==> src/rtl/serial_adder_ctrl_pkg.sv <==
// Shared types and helpers for the bit-serial add/subtract engine.
// FSM state encoding is fixed binary so the display front end can decode it if needed.
package serial_adder_ctrl_pkg;

    typedef enum logic [1:0] {
        StIdle  = 2'd0,
        StShift = 2'd1,
        StDone  = 2'd2
    } state_e;

    function automatic int unsigned cnt_width(input int unsigned width);
        return $clog2(width);
    endfunction

endpackage

==> src/rtl/full_adder_cell.sv <==
// One-bit full adder; purely combinational, carry is registered by the caller.
module full_adder_cell (
    input  logic a,
    input  logic b,
    input  logic c,
    output logic s,
    output logic cout
);

    assign s    = a ^ b ^ c;
    assign cout = (a & b) | (a & c) | (b & c);

endmodule

==> src/rtl/serial_adder_ctrl.sv <==
// Bit-serial add/subtract controller: parallel load on start, one bit per clock LSB first,
// registered result/carry/overflow presented with a one-cycle done pulse.
module serial_adder_ctrl
    import serial_adder_ctrl_pkg::*;
#(
    parameter int unsigned WIDTH = 8
) (
    input  logic             clk,
    input  logic             rst,
    input  logic             start,
    input  logic             sub,
    input  logic [WIDTH-1:0] a_in,
    input  logic [WIDTH-1:0] b_in,
    input  logic             cin,
    output logic             ready,
    output logic             busy,
    output logic             done,
    output logic [WIDTH-1:0] sum,
    output logic             cout,
    output logic             ovf
);

    localparam int unsigned CntW = cnt_width(WIDTH);
    localparam logic [CntW-1:0] LastBit = CntW'(WIDTH - 1);

    state_e           state_q, state_d;
    logic [WIDTH-1:0] opa_q, opb_q, res_q, sum_q;
    logic             carry_q, cout_q, ovf_q;
    logic [CntW-1:0]  cnt_q;

    logic fa_s, fa_c;
    logic load, last_bit;

    full_adder_cell u_fa (
        .a    (opa_q[0]),
        .b    (opb_q[0]),
        .c    (carry_q),
        .s    (fa_s),
        .cout (fa_c)
    );

    assign load     = start && ((state_q == StIdle) || (state_q == StDone));
    assign last_bit = (state_q == StShift) && (cnt_q == LastBit);

    always_comb begin
        state_d = state_q;
        unique case (state_q)
            StIdle:  if (start) state_d = StShift;
            StShift: if (cnt_q == LastBit) state_d = StDone;
            StDone:  state_d = start ? StShift : StIdle;
            default: state_d = StIdle;
        endcase
    end

    always_ff @(posedge clk) begin
        if (rst) begin
            state_q <= StIdle;
            opa_q   <= '0;
            opb_q   <= '0;
            res_q   <= '0;
            sum_q   <= '0;
            carry_q <= 1'b0;
            cout_q  <= 1'b0;
            ovf_q   <= 1'b0;
            cnt_q   <= '0;
        end else begin
            state_q <= state_d;
            if (load) begin
                opa_q   <= a_in;
                opb_q   <= sub ? ~b_in : b_in;
                carry_q <= sub ? 1'b1 : cin;
                cnt_q   <= '0;
            end else if (state_q == StShift) begin
                res_q   <= {fa_s, res_q[WIDTH-1:1]};
                opa_q   <= {1'b0, opa_q[WIDTH-1:1]};
                opb_q   <= {1'b0, opb_q[WIDTH-1:1]};
                carry_q <= fa_c;
                cnt_q   <= cnt_q + CntW'(1);
                // carry_q here is the carry into the MSB
                if (last_bit) begin
                    sum_q  <= {fa_s, res_q[WIDTH-1:1]};
                    cout_q <= fa_c;
                    ovf_q  <= carry_q ^ fa_c;
                end
            end
        end
    end

    assign ready = (state_q == StIdle) || (state_q == StDone);
    assign busy  = (state_q == StShift);
    assign done  = (state_q == StDone);
    assign sum   = sum_q;
    assign cout  = cout_q;
    assign ovf   = ovf_q;

endmodule

==> config.mk <==
export PLATFORM = sky130hd
export DESIGN_NAME = serial_adder_ctrl
export DESIGN_NICKNAME = d
export VERILOG_FILES = /design/src/rtl/serial_adder_ctrl_pkg.sv /design/src/rtl/full_adder_cell.sv /design/src/rtl/serial_adder_ctrl.sv
export SDC_FILE = /design/constraint.sdc
export NUM_CORES = 1
export LEC_CHECK = 0
export CAP_MARGIN = 10
export CORE_MARGIN = 2
export CORE_UTILIZATION = 50
export CTS_CLUSTER_SIZE = 20
export DETAILED_ROUTE_END_ITERATION = 8
export GPL_TIMING_DRIVEN = 0
export PLACE_DENSITY = 0.9
export SLEW_MARGIN = 5
export SYNTH_ARGS = -nofsm -noshare
export SYNTH_HDL_FRONTEND = slang
export SYNTH_HIERARCHICAL = 1
export SYNTH_SLANG_ARGS = --single-unit
==> constraint.sdc <==
create_clock -name clk -period 1.8 [get_ports clk]
set_input_delay 0.36 -clock clk [delete_from_list [all_inputs] [get_ports clk]]
set_output_delay 0.36 -clock clk [all_outputs]
set_load 0.02 [all_outputs]
==> results of run 1 <==
-- cells in the mapped netlist (all sizes together) --
library cell	count	area [um2]
dfxtp	39	781
clkbuf	3	11.3
a21oi	18	90.1
o21a	1	7.51
nand2b	2	12.5
nor3	26	180
mux2i	3	30.0
o22ai	11	68.8
a22oi	1	7.51
fa	1	20.0
a211oi	1	7.51
xor2	8	70.1
a311oi	2	23.8
and3b	1	8.76
a31oi	1	6.26
nand3	3	20.0
nor2b	2	12.5
buf	12	98.8
nand2	38	143
nand3b	1	7.51
nor2	5	18.8
o21ai	1	5.00
xnor2	2	17.5
ha	2	25.0
inv	2	12.5
-- layer usage --
| layer | vias up | GRT usage, % | share of wire [%] |
|---|---|---|---|
| li1 | 713 | - | - |
| met1 | 667 | 24.2 | 46 |
| met2 | 28 | 32.9 | 48 |
| met3 | 8 | 4.35 | 3.4 |
| met4 | 0 | 8.21 | 2.2 |
| met5 | - | 0 | 0 |
-- critical path, delay by kind of cell (launching register included) --
kind / cells / cell delay (ns)
buf+inv: 4 / 0.53
simple gates: 1 / 0.15
flops: 1 / 0.34
-- cell families after synthesis --
| kind of cell | count (synthesis) | share of synthesized area, % |
|---|---|---|
| adders and majority gates | 3 | 2.67 |
| xor gates and xnor gates | 10 | 5.20 |
| buffers and inverters | 17 | 7.27 |
| muxes | 3 | 1.78 |
| and+or+nand+nor | 78 | 23.9 |
| DFF | 39 | 46.3 |
| AOI/OAI and AO/OA | 36 | 12.8 |
-- metrics by stage --
step | hold slack, ns | area [um2]
finish | 0.339 | 2120
floorplan | 0.432 | 1690
CTS | 0.339 | 2120
global route | 0.350 | 2120
global placement | 0.444 | 2050
detailed placement | 0.448 | 2050
-- flip-flops by register name, summed over array words and instances, names as in the netlist --
signal,count
opb_q,8
sum,8
res_q,7
cnt_q,3
cout,1
opa_q,8
state_q,2
ovf,1
carry_q,1
-- what timing repair did --
item	CTS	global route
endpoints found under the setup margin	2	1
gates cloned	0	0
buffers inserted	0	0
gates resized for setup	6	1
-- report_power, final --
group	total [mW]	switching, mW	internal [mW]
clock	0.496	0.267	0.230
combinational	0.293	0.150	0.143
sequential	0.935	0.0275	0.907
total	1.72	0.444	1.28
-- final cells by class --
cell class,instances,area [um2],share of cell area (%)
Inverter,2,12.5,0.590
Tap cell,46,57.6,2.72
Buffer,15,110,5.19
Clock buffer,8,68.8,3.25
Timing Repair Buffer,31,307,14.5
Multi-Input combinational cell,130,782,36.9
Sequential cell,39,782,36.9
-- final timing paths --
path / slack [ns] / endpoint / from / depth (start not counted)
max reg2reg: 0.39 / sum[2] / cnt_q[0] / 5
min: 0.34 / opa_q[5] / rst / 2
max: 0.08 / busy / state_q[1] / 5
min reg2reg: 0.46 / sum[6] / sum[6] / 2
==> out/summary.log, run 1 <==
[logic_synthesis] number of warnings printed during yosys synthesis 6
[clock_tree] H-tree lvl count 2
[floorplanning] initial cell density of the core 51.3%
[floorplanning] number of top-level pins 34
[clock_tree] TritonCTS sink count 39
[clock_tree] Clock transition at path regs 0.11 ns
[detailed_routing] violation count after the first detailed-route iteration 111
[power_and_ir_drop] Peak VDD IR 0.000561 V
[floorplanning] area inside the core boundary 3280 um2
[layout] number of cells in the finished layout apart from fillers 271
[layout] net count reported at finish 248
[timing] Hold Vio Cnt, Final 0
[global_route] number of antenna violations at the first check in global routing 0
[setup_path] Critical Path Source Type flop
[detailed_routing] mean routed wirelength per cell 12.2 um
[power_and_ir_drop] cell leakage power 0.776 nW
[floorplanning] area of the die 3850 um2
[detailed_routing] final routed wirelength across all metal layers 3310 um
[timing] share of the cycle needed by the critical path after routing 95.6%
[timing] Setup Total Neg Slack 0 ns
[timing] worst rel slew slack 55.9%
[placed_design] buffers added on ports 31
[clock_tree] clock tree from TritonCTS yes
[layout] antenna diode count 0
[layout] ratio of cells with drive above 1 in the final layout 15.1%
[global_route] grt total ovfl 0
[setup_path] critical path endpoint category output port
[clock_tree] clock tree buffer depth 2
[placed_design] Place WS -0.0538 ns
[flow_run] number of max-cap violations 0
[global_route] number of global-route vias before repair 1,275
[setup_path] master of the slowest instance on the critical path sky130_fd_sc_hd__dfxtp_1
[clock_tree] CTS root buf sky130_fd_sc_hd__clkbuf_4
[timing] clock skew 0.00354 ns
[logic_synthesis] Cell variety after synth 31
[placed_design] gp weighted congestion 0.790
[global_route] overall global routing resource usage 19.6%
[detailed_routing] count of nets left with antenna violations after detail routing 0
[power_and_ir_drop] power consumption 1.72 mW
[worst_hold_path] type of the tightest min-delay check in2reg
[detailed_routing] overall via count from detail_route 1,416
[timing] final setup fails 0
[setup_path] data required time at the worst endpoint 1.44 ns
[layout] Synth-to-Final Area Change 25.8%
[timing] Achievable Freq 581 MHz
[global_route] global-route wire length before repair 5540 um
[floorplanning] Die Span Y 62.1 um
[layout] commonest non-fill, non-tap cells in the layout sky130_fd_sc_hd__nand2_1, sky130_fd_sc_hd__dfxtp_1, sky130_fd_sc_hd__clkdlybuf4s50_1
[timing] Worst Tran Pin Value 0.661 ns
[logic_synthesis] Gate Count Post-Synth 186
[setup_path] Worst Path Class, Setup reg2out
[power_and_ir_drop] Pwr Density 813 nW/um2
[setup_path] crit-path cells nand2b_1 > buf_6 > inv_6 > buf_6 > buf_4
[clock_tree] CTS Buf Count 5
[logic_synthesis] cell area after technology mapping 1690 um2
[detailed_routing] average vias per placed instance 5.23
[timing] shortest clock period the worst path allows after layout 1.72 ns
[global_route] largest net degree at the start of global routing 12
[setup_path] data arrival at the endpoint of the critical path 1.36 ns
[status] run status completed
[timing] post-route setup slack 0.0799 ns
[floorplanning] number of placement rows 21
[clock_tree] CTS Hold Bufs 0
[floorplanning] overall die width 62.1 um
[logic_synthesis] synthesized flop and latch total 39
[setup_path] Worst path max stage delay 0.34 ns
[logic_synthesis] sequential element share of the synthesized area 46.3%
[detailed_routing] Detailed Routing Iterations Pass 1 4
[detailed_routing] drt drc 0
[setup_path] Crit path top cell by count sky130_fd_sc_hd__buf_6
[layout] FILL cells 268
[logic_synthesis] post-synth net total 210
[placed_design] Cells after DPL 263
[layout] final design utilization 64.5%
[clock_tree] clock latency on the worst-skew pair 0.34 ns
[timing] count of pins over their slew limit 0
[timing] unrepaired setup endpoints after global routing no
[setup_path] top fanout value on the critical path 10
[logic_synthesis] post-synthesis area per instance 9.06 um2
[placed_design] DP Wirelength 2420 um
(Power assumes the default switching activity.)
==> run 2: changes to the inputs <==
- PLACE_DENSITY: 0.9 -> not set
- PLACE_DENSITY_LB_ADDON: not set -> 0.05
==> run 2 against run 1 <==
  * Sequential power barely moved
  * Clock skew rose by 0.0045 ns
  * Core utilization fell by 0.38 points
  * Via count fell by 1.3%
  * Power fell by 2.0%
  * Clock-buffer cell count fell by 2
  * Combinational power barely moved
  * Critical endpoint unchanged
  * Largest power group unchanged
==> out/summary.log, run 2 (same netlist as run 1, synthesis figures left out) <==
[status] run status completed
[setup_path] crit path buf inv count 4 [unchanged]
[setup_path] top fanout value on the critical path 10 [unchanged]
[placed_design] Cells after DPL 263 [unchanged]
[global_route] number of antenna violations at the first check in global routing 0 [unchanged]
[power_and_ir_drop] Pwr Density 802 nW/um2 [-1.4%]
[timing] shortest clock period the worst path allows after layout 1.75 ns [+0.0303 ns]
[setup_path] data required time at the worst endpoint 1.44 ns [about the same]
[timing] share of the cycle needed by the critical path after routing 97.2% [+1.7 points]
[clock_tree] clock tree from TritonCTS yes
[detailed_routing] overall via count from detail_route 1,398 [-1.3%]
[global_route] grt total ovfl 0 [unchanged]
[floorplanning] Die Span Y 62.1 um [unchanged]
[clock_tree] CTS root buf sky130_fd_sc_hd__clkbuf_4
[floorplanning] number of top-level pins 34 [unchanged]
[setup_path] number of cells on the worst reg-to-reg path 5 [unchanged]
[floorplanning] area inside the core boundary 3280 um2 [unchanged]
[global_route] largest net degree at the start of global routing 12 [unchanged]
[layout] FILL cells 286 [+6.7%]
[placed_design] gp weighted congestion 0.756 [-4.2%]
[floorplanning] overall die width 62.1 um [unchanged]
[worst_hold_path] type of the tightest min-delay check in2reg
[global_route] overall global routing resource usage 20.6% [+0.99 points]
[layout] Post-Layout Inst Area 2110 um2 [-0.59%]
[detailed_routing] violation count after the first detailed-route iteration 80 [-28%]
[layout] commonest non-fill, non-tap cells in the layout sky130_fd_sc_hd__nand2_1, sky130_fd_sc_hd__dfxtp_1, sky130_fd_sc_hd__clkdlybuf4s50_1
[clock_tree] TritonCTS sink count 39 [unchanged]
[detailed_routing] final routed wirelength across all metal layers 3460 um [+4.7%]
[timing] count of pins over their slew limit 0 [unchanged]
[layout] ratio of cells with drive above 1 in the final layout 15.2% [+0.067 points]
[timing] Achievable Freq 571 MHz [-1.7%]
[setup_path] Worst path max stage delay 0.34 ns [about the same]
[timing] Hold Vio Cnt, Final 0 [unchanged]
[layout] number of cells in the finished layout apart from fillers 270 [-0.37%]
[setup_path] Levels on crit path 5 [unchanged]
[placed_design] Place WS -0.0754 ns [-0.0216 ns]
[flow_run] number of max-cap violations 0 [unchanged]
[detailed_routing] routed metal-1 wire length 1520 um [-0.46%]
[setup_path] Worst Path Class, Setup reg2out
[power_and_ir_drop] cell leakage power 0.772 nW [-0.57%]
[timing] worst hold margin 0.313 ns [-0.0256 ns]
[floorplanning] number of placement rows 21 [unchanged]
[power_and_ir_drop] Peak VDD IR 0.000456 V [-19%]
[clock_tree] CTS Hold Bufs 0 [unchanged]
[setup_path] crit-path cells nand2b_1 > buf_6 > inv_6 > buf_6 > buf_4
[placed_design] buffers added on ports 31 [unchanged]
[setup_path] data arrival at the endpoint of the critical path 1.39 ns [+0.03 ns]
[setup_path] critical path endpoint category output port
[timing] worst rel slew slack 54.4% [-1.6 points]
[detailed_routing] count of nets left with antenna violations after detail routing 0 [unchanged]
[detailed_routing] mean routed wirelength per cell 12.8 um [+5.1%]
[layout] Synth-to-Final Area Change 25.0%
[floorplanning] initial cell density of the core 51.3% [unchanged]
[floorplanning] area of the die 3850 um2 [unchanged]
[detailed_routing] total met3 wirelength after detailed routing 127 um [+11%]
[detailed_routing] drt drc 0 [unchanged]
[layout] net count reported at finish 248 [unchanged]
[clock_tree] CTS Buf Count 5 [unchanged]
[clock_tree] Clock transition at path regs 0.11 ns [about the same]
[detailed_routing] Detailed Routing Iterations Pass 1 4 [unchanged]
[detailed_routing] average vias per placed instance 5.18 [-0.91%]
[worst_hold_path] WHS Path Cells 2 [unchanged]
[clock_tree] clock tree buffer depth 2 [unchanged]
[clock_tree] setup repair bufs after CTS 0 [unchanged]
[timing] post-route setup slack 0.0496 ns [-0.0303 ns]
[timing] unrepaired setup endpoints after global routing no
[timing] Worst Tran Pin Value 0.685 ns [+0.0236 ns]
[global_route] global-route wire length before repair 5650 um [+2.0%]
[timing] final setup fails 0 [unchanged]
[global_route] number of global-route vias before repair 1,273 [-0.16%]
[power_and_ir_drop] power consumption 1.69 mW [-2.0%]
[clock_tree] H-tree lvl count 2 [unchanged]
[setup_path] master of the slowest instance on the critical path sky130_fd_sc_hd__dfxtp_1
[clock_tree] clock latency on the worst-skew pair 0.36 ns [+0.02 ns]
[placed_design] DP Wirelength 2500 um [+3.1%]
[timing] clock skew 0.00799 ns [+0.00445 ns]
[detailed_routing] top layer used by detailed routing met4
[setup_path] family with the most delay on the worst path buffers and inverters
[setup_path] Critical Path Source Type flop
[placed_design] post-detailed-placement cell area 2050 um2 [unchanged]
[layout] antenna diode count 0 [unchanged]
[setup_path] Crit path top cell by count sky130_fd_sc_hd__buf_6
[detailed_routing] detailed route wirelength on metal2 1710 um [+7.8%]
run 2: layout make-up:
class | instances | area (um2) | area share (%)
Inverter | 2 | 12.5 | 0.594
Buffer | 15 | 110 | 5.23
Multi-Input combinational cell | 130 | 782 | 37.1
Clock buffer | 6 | 51.3 | 2.43
Clock inverter | 1 | 5.00 | 0.238
Tap cell | 46 | 57.6 | 2.73
Sequential cell | 39 | 782 | 37.1
Timing Repair Buffer | 31 | 307 | 14.5
run 2: where the power goes:
| group | switching (mW) | total [mW] | internal [mW] | leakage, nW |
|---|---|---|---|---|
| combinational | 0.150 | 0.292 | 0.142 | 0.419 |
| sequential | 0.0288 | 0.936 | 0.907 | 0.319 |
| clock | 0.281 | 0.462 | 0.181 | 0.0341 |
run 2: what timing repair did:
item / CTS / global route
gates resized for setup: 6 / 1
setup endpoints to repair: 2 / 1
endpoints found under the hold margin: 0 / 0
run 2: worst paths after layout:
kind               from  slack, ns       end
max          state_q[1]       0.05      busy
min                 rst       0.31  opa_q[6]
max reg2reg    cnt_q[0]       0.34       ovf
min reg2reg      sum[4]       0.46    sum[4]
run 2: per-layer routing:
| metal | global-route usage (%) | up-vias |
|---|---|---|
| met2 | 34.8 | 30 |
| li1 | - | 710 |
| met3 | 5.59 | 11 |
| met5 | 0 | - |
| met1 | 23.5 | 647 |
| met4 | 10.9 | 0 |
run 2: through the flow:
step	TNS, ns	util, %
after floorplan	0	-
after detailed placement	-0.0754	62.5
final	0	64.2
after CTS	0	64.1
after global placement	-0.0494	62.5
after global routing	0	64.2
